<file path="src/rtl/seq_shift_add_mult.sv">
// Sequential shift-and-add multiplier, one iteration per clock.
// Start/done handshake with optional two's-complement operands.
module seq_shift_add_mult #(
  parameter int WIDTH     = 32,
  parameter bit SIGNED_EN = 1'b1,
  localparam int NW       = $clog2(WIDTH + 1)
) (
  input  logic             clk,
  input  logic             reset,
  input  logic             start,
  input  logic             is_signed,
  input  logic [WIDTH-1:0] multiplicand,
  input  logic [WIDTH-1:0] multiplier,
  output logic             busy,
  output logic             done,
  output logic [2*WIDTH-1:0] product,
  output logic [NW-1:0]    iter_left
);

  typedef enum logic [1:0] {
    IDLE = 2'd0,
    RUN  = 2'd1,
    SIGN = 2'd2,
    DONE = 2'd3
  } state_t;

  state_t             state;
  logic [2*WIDTH-1:0] a;
  logic [2*WIDTH-1:0] b;
  logic [WIDTH-1:0]   q;
  logic [NW-1:0]      n;
  logic               neg;

  logic               sgn;
  logic [WIDTH-1:0]   x_mag;
  logic [WIDTH-1:0]   y_mag;
  logic               neg_in;

  // operand magnitudes and result sign for the load step
  always_comb begin
    sgn    = is_signed & SIGNED_EN;
    x_mag  = multiplicand;
    y_mag  = multiplier;
    if (sgn && multiplicand[WIDTH-1])
      x_mag = -multiplicand;
    if (sgn && multiplier[WIDTH-1])
      y_mag = -multiplier;
    neg_in = sgn & (multiplicand[WIDTH-1] ^ multiplier[WIDTH-1]);
  end

  // merged FSM and datapath; a new op may load from IDLE or DONE
  always_ff @(posedge clk) begin
    if (reset) begin
      state   <= IDLE;
      busy    <= 1'b0;
      done    <= 1'b0;
      product <= '0;
      a       <= '0;
      b       <= '0;
      q       <= '0;
      n       <= '0;
      neg     <= 1'b0;
    end else begin
      unique case (state)
        IDLE, DONE: begin
          done <= 1'b0;
          if (start) begin
            a     <= '0;
            b     <= {{WIDTH{1'b0}}, x_mag};
            q     <= y_mag;
            n     <= NW'(WIDTH);
            neg   <= neg_in;
            busy  <= 1'b1;
            state <= RUN;
          end else begin
            busy  <= 1'b0;
            state <= IDLE;
          end
        end
        RUN: begin
          if (q[0])
            a <= a + b;
          b <= b << 1;
          q <= q >> 1;
          n <= n - NW'(1);
          if (n == NW'(1))
            state <= SIGN;
        end
        SIGN: begin
          product <= neg ? -a : a;
          done    <= 1'b1;
          state   <= DONE;
        end
        default: state <= IDLE;
      endcase
    end
  end

  assign iter_left = n;

endmodule

</file>
<file path="config.mk">
export PLATFORM = sky130hd
export DESIGN_NAME = seq_shift_add_mult
export DESIGN_NICKNAME = d
export VERILOG_FILES = /design/src/rtl/seq_shift_add_mult.sv
export SDC_FILE = /design/constraint.sdc
export NUM_CORES = 1
export LEC_CHECK = 0
export CORE_ASPECT_RATIO = 0.5
export CORE_MARGIN = 8
export CORE_UTILIZATION = 51
export CTS_BUF_LIST = sky130_fd_sc_hd__clkbuf_8
export DETAILED_ROUTE_END_ITERATION = 8
export HOLD_SLACK_MARGIN = 0.1
export PLACE_DENSITY = 0.83
export SYNTH_ARGS = -nofsm -noshare
export SYNTH_HDL_FRONTEND = slang
export SYNTH_SLANG_ARGS = --single-unit
</file>
<file path="constraint.sdc">
create_clock -name clk -period 9.69 [get_ports clk]
set_input_delay 0.969 -clock clk [delete_from_list [all_inputs] [get_ports clk]]
set_output_delay 0.969 -clock clk [all_outputs]
set_load 0.02 [all_outputs]
</file>
==> results of run 1 <==
-- path summary, 6_finish.rpt --
kind / startpoint / end / slack (ns) / depth (start not counted)
worst min register to register: q[22] / q[22] / 0.45 / 2
worst max register to register: a[0] / a[56] / 5.60 / 14
worst max-delay path: a[0] / a[56] / 5.60 / 14
worst min-delay path: q[22] / q[22] / 0.45 / 2
-- metrics by stage --
stage | std cells | area (sq um) | power (mW)
after floorplan | 1951 | 14900 | 2.02
after global placement | 2375 | 16500 | 2.36
after detailed placement | 2375 | 16500 | 2.38
after CTS | 2441 | 17300 | 3.33
after global routing | 2444 | 17300 | 3.51
final | 2444 | 17300 | 3.31
-- flip-flops by register name, summed over array words and instances, names as in the netlist --
register and flops:
a 64, b 64, product 64, q 32, iter_left 6, state 2, busy 1, done 1
neg 1
-- final cells by class --
| class | count | area (sq um) |
|---|---|---|
| clock inverter | 20 | 180 |
| timing repair buffer | 154 | 1510 |
| clock buffer | 46 | 633 |
| tap | 391 | 489 |
| fill | 2620 | 11600 |
| antenna | 3 | 7.51 |
| sequential | 235 | 4700 |
| multi-input combinational | 1558 | 9620 |
| inverter | 37 | 139 |
-- worst max-delay path, cell delays in order, from the launching register on --
cell and delay, ns:
dfxtp_1 0.45, ha_1 0.22, inv_1 0.06, fa_1 0.39
nor2b_1 0.12, o21ai_0 0.10, a21oi_1 0.23, nor2_1 0.09
o211ai_1 0.21, nand3_1 0.30, o31ai_1 0.56, a31oi_1 0.38
o31ai_1 0.55, mux2i_1 0.26, nand2_1 0.06
-- synth_stat cells, drive strengths merged, types with 3 or more instances --
library cell	n	area (sq um)
a21oi	200	1000
a32oi	4	35.0
ha	71	888
a221o	4	40.0
or3	17	118
nor2b	11	68.8
o21bai	16	120
dfxtp	235	4700
nor3	19	95.1
nor4	17	119
a21o	32	240
nand2	289	1080
nand2b	15	93.8
o21ai	127	636
clkbuf	111	417
and2	9	56.3
o21a	5	37.5
nand4	22	138
nand3	55	275
inv	37	139
nor2	199	782
a311oi	4	35.0
a41oi	5	43.8
o211ai	40	300
nand4b	3	56.3
a2111oi	3	26.3
buf	10	37.5
a211oi	35	268
or2	7	43.8
or4	17	131
a22oi	30	225
xor2	98	858
a21boi	3	22.5
a221oi	4	35.0
xnor2	83	727
mux2i	35	350
and3	8	50.1
a31oi	14	87.6
o41ai	14	123
o31ai	22	170
-- cell usage in the layout (no fill, tap or decap), types with 9 or more instances in the layout --
master	n
or3_1	14
a31oi_1	14
nor4_1	15
dfxtp_1	235
or4_1	16
xor2_1	98
nor2b_1	10
o41ai_1	14
nor2_1	196
o211ai_1	40
clkdlybuf4s50_1	138
nand4_1	22
clkbuf_8	46
nand2_1	289
and2_1	9
nor3_1	19
a21o_1	32
mux2i_1	35
nand2b_1	15
xnor2_1	83
a22oi_1	30
a21oi_1	199
o21bai_1	16
o21ai_0	121
inv_1	43
a211oi_1	34
buf_4	15
o31ai_1	21
nand3_1	55
ha_1	69
-- kinds of logic (layout without fill, tap and decap cells) --
group                    after synthesis  after routing  share of synthesized area, %
multiplexers                          35             35                          2.35
flip-flops                           235            235                          31.6
other                                  0              3                             0
adder cells (fa/ha/maj)               72             72                          6.10
AND/OR/NAND/NOR                      697            697                          21.5
XOR/XNOR                             181            181                          10.7
buffers and inverters                158            257                          3.98
AO/OA/AOI/OAI                        573            573                          23.8
-- routing by layer --
metal	track usage, %	vias to the layer above	routed length (microns)
met5	0	-	13
met4	9.52	2	1430
met3	3.61	91	2190
met2	38.2	432	19600
met1	29.0	6671	18000
li1	-	7094	-
-- power by group through the flow --
stage,clock network [mW],logic (mW),registers (mW)
after global routing,1.01,1.26,1.25
after detailed placement,0,1.13,1.25
after global placement,0,1.11,1.25
final,0.941,1.14,1.23
after floorplan,0,0.726,1.29
after CTS,0.960,1.13,1.23
==> results.py, run 1 <==
metrics = {
    "yosys": {
        "postSynthRegisterBits": 235,
        "synthFlopType": "dfxtp_1",
        "synth_nets": 2091,
        "synth-seq-area-share_pct": 31.6,
        "async_flop_share_pct": 0,
        "syn_area_sq_um": 14900,
        "synth-edff-count": 0,
        "synth_cell_types": 68,
        "synth_area_per_cell_sq_um": 7.63,
        "syn_inst": 1951,
        "synth-warning-count": 0,
    },
    "sta": {
        "period_needed_ns": 4.09,
        "fin_ws_ns": 5.60,
        "finalClockSkew_ns": 0.0228,
        "post-route-period-util_pct": 42.2,
        "hold_viol_final": 0,
        "slew_violations": 0,
        "setup_tns_ns": 0,
        "finalSetupViolations": 0,
        "maxSlewHeadroom_pct": 10.2,
        "fmax_mhz": 244,
        "worst_pin_slew_ns": 1.31,
        "whs_ns": 0.453,
        "rsz0062_at_grt": "false",
    },
    "critical_path": {
        "required_ns": 10.15,
        "arrival_ns": 4.55,
        "worstSetupEndpointType": "register",
        "cp-start-kind": "register",
        "cp_max_fo": 6,
        "worst-setup-path-type": "reg2reg",
    },
    "power_and_ir_drop": {
        "power.internal_mw": 2.05,
        "pwr-share-clk_pct": 28.4,
        "power_density_nw_per_um2": 192,
        "pwr-share-seq_pct": 37.2,
        "power_switching_mw": 1.26,
        "switching_share_pct": 38.0,
        "combPwrFrac_pct": 34.4,
        "leakage_nw": 6.67,
        "ir_drop_mv": 0.190,
    },
    "floorplanning": {
        "die_y_microns": 137,
        "coreArea_sq_um": 28800,
        "start_util_pct": 51.6,
        "rows": 44,
        "dieArea_sq_um": 35200,
        "die_w_microns": 258,
        "num_io_pins": 140,
    },
    "status": {
        "status": "finished, final reports clean",
    },
    "global_route": {
        "grt_usage_pct": 22.7,
        "grt_pass1_wl_microns": 67700,
        "grt_pass1_vias": 13300,
        "antenna_found_initial": 4,
        "grt_overflow": 0,
        "grt_max_degree": 134,
    },
    "layout": {
        "final_core_util_pct": 59.9,
        "areaGrowthSynthToFinish_pct": 16.1,
        "drive_gt1_share_pct": 5.22,
        "nets": 2164,
    },
    "min_path": {
        "hold_path_class": "reg2reg",
    },
    "detailed_routing": {
        "first_pass_iters": 5,
        "wl_microns": 41300,
        "wl_per_cell_microns": 16.9,
        "drc": 0,
        "vias_per_cell": 5.85,
        "vias": 14300,
        "antenna_left": 0,
        "drt_iter0_markers": 1265,
    },
    "clock_network": {
        "path_clk_slew_ns": 0.07,
        "holdBufCountCts": 0,
        "htreeDepth": 2,
        "post_cts_buffers": 0,
        "cts_resized": 0,
        "worstSkewPairLatency_ns": 0.57,
        "cts_tree": "yes",
        "cts.sinks": 235,
        "numCtsBuffers": 38,
        "cts_root_buffer": "clkbuf_8",
        "cts_max_path_buffers": 3,
    },
    "placement": {
        "pre_cts_ws_ns": 5.16,
        "routabilityCongestion": 0.974,
        "port_buffers": 139,
        "dpl.hpwl_microns": 29800,
    },
    "run": {
        "max_cap_viol_count": 0,
    },
}
(Power assumes the default switching activity.)
==> run 2: changes to the inputs <==
==> constraint.sdc (replaced) <==
create_clock -name clk -period 3.9 [get_ports clk]
set_input_delay 0.39 -clock clk [delete_from_list [all_inputs] [get_ports clk]]
set_output_delay 0.39 -clock clk [all_outputs]
set_load 0.02 [all_outputs]
==> run 2 against run 1 <==
Clock-buffer cell count is 3 lower; sequential power is 150% higher; core utilization up 0.13 points; largest power group unchanged; register-to-register slack got worse by 5.3 ns; via count is 0.55% higher.
==> results.py, run 2 (synthesis gave the netlist of run 1 again) <==
metrics = {
    "global_route": {
        "grt_pass1_wl_microns": 67100,
        "grt_usage_pct": 22.5,
        "grt_overflow": 0,
        "antenna_found_initial": 0,
        "grt_pass1_vias": 13200,
        "grt_max_degree": 83,
    },
    "detailed_routing": {
        "dr_wl_met3_microns": 2370,
        "wl_met2_microns": 19500,
        "antenna_left": 0,
        "wl_met1_microns": 18100,
        "vias_per_cell": 5.88,
        "wl_microns": 41600,
        "vias": 14400,
        "first_pass_iters": 6,
        "drc": 0,
        "drt_iter0_markers": 1160,
        "routed.top_layer": "met4",
        "wl_per_cell_microns": 17.0,
    },
    "sta": {
        "maxSlewHeadroom_pct": 24.2,
        "hold_viol_final": 0,
        "fin_ws_ns": 0.333,
        "fmax_mhz": 280,
        "period_needed_ns": 3.57,
        "slew_violations": 0,
        "post-route-period-util_pct": 91.5,
        "worst_pin_slew_ns": 1.13,
        "rsz0062_at_grt": "true",
        "finalClockSkew_ns": 0.0194,
        "finalSetupViolations": 0,
    },
    "layout": {
        "nets": 2172,
        "regArea_sq_um": 4700,
        "drive_gt1_share_pct": 5.50,
        "multi_input_area_sq_um": 9630,
        "instances_no_fill": 2445,
        "top_regs": "a x64, b x64, product x64",
        "diodes": 0,
        "final_common_cell": "nand2_1",
        "areaGrowthSynthToFinish_pct": 16.3,
        "mostFrequentLayoutCells": "nand2_1 (289), dfxtp_1 (235), a21oi_1 (199)",
        "fillCellCount": 2609,
    },
    "critical_path": {
        "rr_worst_depth": 15,
        "worstSetupStartpoint": "a[0]",
        "cp_max_fo": 6,
        "reg2reg_from": "a[0]",
        "required_ns": 4.34,
        "worstSetupEndpointType": "register",
        "r2r_slack_ns": 0.33,
        "r2r-end": "a[56]",
        "arrival_ns": 4.00,
        "cp-start-kind": "register",
        "worst-setup-path-type": "reg2reg",
    },
    "power_and_ir_drop": {
        "ir_drop_mv": 0.320,
        "leakage_nw": 6.70,
        "power_density_nw_per_um2": 471,
    },
    "floorplanning": {
        "rows": 44,
        "die_w_microns": 258,
        "start_util_pct": 51.6,
        "die_y_microns": 137,
        "num_io_pins": 140,
        "coreArea_sq_um": 28800,
        "dieArea_sq_um": 35200,
    },
    "placement": {
        "pre_cts_ws_ns": 0.202,
        "routabilityCongestion": 0.977,
        "dpl.hpwl_microns": 30400,
        "placed_cells": 2386,
        "port_buffers": 139,
    },
    "min_path": {
        "holdPathEnd": "done",
        "hold_path_class": "in2reg",
        "hold_depth": 2,
        "min-delay-start": "reset",
    },
    "clock_network": {
        "worstSkewPairLatency_ns": 0.56,
        "cts_tree": "yes",
        "numCtsBuffers": 35,
        "post_cts_buffers": 0,
        "path_clk_slew_ns": 0.06,
        "cts.sinks": 235,
        "cts_root_buffer": "clkbuf_8",
        "htreeDepth": 2,
        "cts_max_path_buffers": 3,
    },
    "status": {
        "status": "finished, final reports clean",
    },
    "run": {
        "max_cap_viol_count": 0,
    },
}
## run 2: cell types whose count changed in the layout (fill, tap and decap cells not counted), sizes merged
| cell | delta |
|---|---|
| clkinvlp | -1 |
| diode | -3 |
| clkinv | -3 |
| buf | +11 |
| inv | -1 |
| clkbuf | -3 |
| bufinv | +1 |
## run 2: stage by stage
| step | power, mW | util [%] | hold slack (ns) | TNS, ns | area (sq um) |
|---|---|---|---|---|---|
| after floorplan | 5.01 | - | 0.432 | 0 | 14900 |
| after global placement | 5.87 | 57.3 | 0.438 | 0 | 16500 |
| after detailed placement | 5.92 | 57.3 | 0.443 | 0 | 16500 |
| after CTS | 8.19 | 60.0 | 0.196 | 0 | 17300 |
| after global routing | 8.62 | 60.0 | 0.234 | -0.000638 | 17300 |
| final | 8.16 | 60.0 | 0.229 | 0 | 17300 |
## run 2: per-layer routing
metal | up-vias | global-route usage [%]
li1 | 7112 | -
met1 | 6713 | 28.3
met2 | 444 | 38.5
met3 | 99 | 3.70
met4 | 0 | 9.42
met5 | - | 0
## run 2: worst max-delay path, stage by stage (launching register included)
cell and delay [ns]:
dfxtp_1 0.44, ha_1 0.20, inv_1 0.05, fa_1 0.39
nor2b_1 0.12, o21ai_0 0.10, a21oi_1 0.22, nor2_1 0.08
o211ai_1 0.22, nand3_1 0.24, o31ai_1 0.26, buf_4 0.17
a31oi_1 0.27, o31ai_2 0.40, mux2i_1 0.22, nand2_1 0.06
## run 2: how the worst max path moves through the flow
stage / to / slack [ns] / depth (start not counted)
6_report: a[56] / 0.33 / 15
5_1_grt: a[56] / -0.0006 / 15
4_1_cts: a[56] / 0.31 / 15
3_5_place_dp: q[29] / 0.20 / 12
3_3_place_gp: q[29] / 0.24 / 12
2_1_floorplan: product[63] / 0.72 / 10
## run 2: final cells by class
cell class,instances,share of cell area [%]
multi-input cells,1558,55.6
flip-flops and latches,235,27.2
inverters,37,0.802
repair buffers,165,9.17
clock buffers,43,3.42
clock inverters,16,0.997
well taps,391,2.83
## run 2: repair_timing
item	in CTS	in global routing
hold buffers	0	0
endpoints found under the setup margin	0	3
resized for setup	0	2
## run 2: report_power, final
group / total, mW / switching [mW] / leakage (nW) / internal (mW)
clock: 2.27 / 1.01 / 0.420 / 1.26
sequential: 3.07 / 0.284 / 1.91 / 2.79
combinational: 2.82 / 1.78 / 4.37 / 1.04
total: 8.16 / 3.07 / 6.70 / 5.09
==> run 3: changes to the inputs <==
==> constraint.sdc (replaced) <==
create_clock -name clk -period 4.6 [get_ports clk]
set_input_delay 0.46 -clock clk [delete_from_list [all_inputs] [get_ports clk]]
set_output_delay 0.46 -clock clk [all_outputs]
set_load 0.02 [all_outputs]
==> run 3 against run 2 <==
Sequential power fell by 16%; wire length is essentially flat; sequential share of layout area grew 0.12 points; total power down 16%; non-clock buffer count fell by 9; die area did not move; setup slack improved by 0.24 ns; core utilization decreased by 0.26 points; via count fell by 0.84%; final cell count stayed put; critical path type unchanged; largest cell class unchanged; largest power group unchanged; highest routed layer is now met5.
==> results.py, run 3 (synthesis gave the netlist of run 1 again) <==
metrics = {
    "power_and_ir_drop": {
        "power.total_mw": 6.86,
        "ir_drop_mv": 0.267,
        "power_density_nw_per_um2": 398,
        "leakage_nw": 6.67,
    },
    "clock_network": {
        "cts_resized": 0,
        "cts.sinks": 235,
        "cts_max_path_buffers": 3,
        "worstSkewPairLatency_ns": 0.56,
        "cts_root_buffer": "clkbuf_8",
        "post_cts_buffers": 0,
        "holdBufCountCts": 0,
        "path_clk_slew_ns": 0.07,
        "numCtsBuffers": 37,
        "cts_tree": "yes",
        "htreeDepth": 2,
    },
    "critical_path": {
        "required_ns": 5.03,
        "cp_max_fo": 6,
        "arrival_ns": 4.45,
        "r2r-end": "a[56]",
        "worstSetupEndpointType": "register",
        "rr_worst_depth": 14,
        "cp-start-kind": "register",
        "r2r_slack_ns": 0.57,
        "worst-setup-path-type": "reg2reg",
        "reg2reg_from": "a[0]",
    },
    "placement": {
        "port_buffers": 139,
        "placed_cells": 2377,
        "pre_cts_ws_ns": 0.626,
        "dpl_cell_area_sq_um": 16500,
        "dpl.hpwl_microns": 30400,
        "routabilityCongestion": 0.984,
    },
    "global_route": {
        "antenna_found_initial": 4,
        "grt_max_degree": 88,
        "grt_overflow": 0,
        "grt_usage_pct": 22.6,
        "grt_pass1_vias": 13300,
        "grt_pass1_wl_microns": 67100,
    },
    "sta": {
        "setup_tns_ns": 0,
        "finalSetupViolations": 0,
        "fin_ws_ns": 0.574,
        "rsz0062_at_grt": "false",
        "worst_pin_slew_ns": 1.18,
        "fmax_mhz": 248,
        "hold_viol_final": 0,
        "slew_violations": 0,
        "post-route-period-util_pct": 87.5,
        "finalClockSkew_ns": 0.0336,
        "whs_ns": 0.398,
        "period_needed_ns": 4.03,
        "maxSlewHeadroom_pct": 20.9,
    },
    "floorplanning": {
        "num_io_pins": 140,
        "die_w_microns": 258,
        "coreArea_sq_um": 28800,
        "die_y_microns": 137,
        "dieArea_sq_um": 35200,
        "start_util_pct": 51.6,
        "rows": 44,
    },
    "layout": {
        "multi_input_area_sq_um": 9620,
        "drive_gt1_share_pct": 5.22,
        "final_common_cell": "nand2_1",
        "final_core_util_pct": 59.8,
        "areaGrowthSynthToFinish_pct": 15.8,
        "fillCellCount": 2586,
        "final_cell_area_sq_um": 17200,
        "top_regs": "a x64, b x64, product x64",
        "nets": 2165,
        "regArea_sq_um": 4700,
        "mostFrequentLayoutCells": "nand2_1 (289), dfxtp_1 (235), a21oi_1 (199)",
        "instances_no_fill": 2445,
    },
    "min_path": {
        "hold_path_class": "in2reg",
        "holdPathEnd": "b[24]",
        "min-delay-start": "reset",
        "hold_depth": 2,
    },
    "detailed_routing": {
        "drt_iter0_markers": 1013,
        "antenna_left": 0,
        "first_pass_iters": 5,
        "vias": 14200,
        "wl_microns": 41600,
        "wl_per_cell_microns": 17.0,
        "drc": 0,
        "vias_per_cell": 5.83,
    },
    "status": {
        "status": "finished, final reports clean",
    },
    "run": {
        "max_cap_viol_count": 0,
    },
}
## run 3: cell types whose count changed in the layout (fill, tap and decap cells not counted), sizes merged
cell    before  now
diode        0    3
buf         27   18
bufinv       4    2
inv         45   46
clkinv       3    8
clkbuf      43   45
## run 3: worst max-delay path, stage by stage (launching register included)
cell and delay [ns]:
dfxtp_1 0.44, ha_1 0.21, inv_1 0.06, fa_1 0.39, nor2b_1 0.12, o21ai_0 0.10, a21oi_1 0.21, nor2_1 0.08
o211ai_1 0.23, nand3_1 0.28, o31ai_1 0.56, a31oi_1 0.40, o31ai_1 0.53, mux2i_1 0.24, nand2_1 0.06
## run 3: worst max-delay path by stage
stage                    startpoint          end  slack [ns]  depth (start not counted)
floorplan                      a[2]  product[63]        1.42                         10
global placement    multiplicand[7]        b[26]        0.63                         11
detailed placement  multiplicand[7]        b[28]        0.63                         10
CTS                            a[0]        a[56]        0.69                         14
global route                   a[0]        a[56]        0.16                         14
finish                         a[0]        a[56]        0.57                         14
## run 3: layer usage
layer	track usage, %	vias to the layer above	share of wire (%)
li1	-	7109	-
met1	28.2	6623	44
met2	38.6	421	47
met3	3.88	92	5.4
met4	9.27	2	3.5
met5	0	-	0.031
## run 3: cell type report
class | count | share of cell area [%]
Sequential cell | 235 | 27.3
Timing Repair Buffer | 156 | 8.82
Multi-Input combinational cell | 1558 | 55.8
Tap cell | 391 | 2.84
Inverter | 37 | 0.806
Clock inverter | 20 | 0.820
Antenna cell | 3 | 0.0435
Clock buffer | 45 | 3.59
## run 3: power breakdown
group | total, mW | internal [mW] | leakage [nW] | switching (mW)
clock network | 1.86 | 1.00 | 0.431 | 0.864
registers | 2.59 | 2.36 | 1.91 | 0.229
logic | 2.40 | 0.885 | 4.33 | 1.52
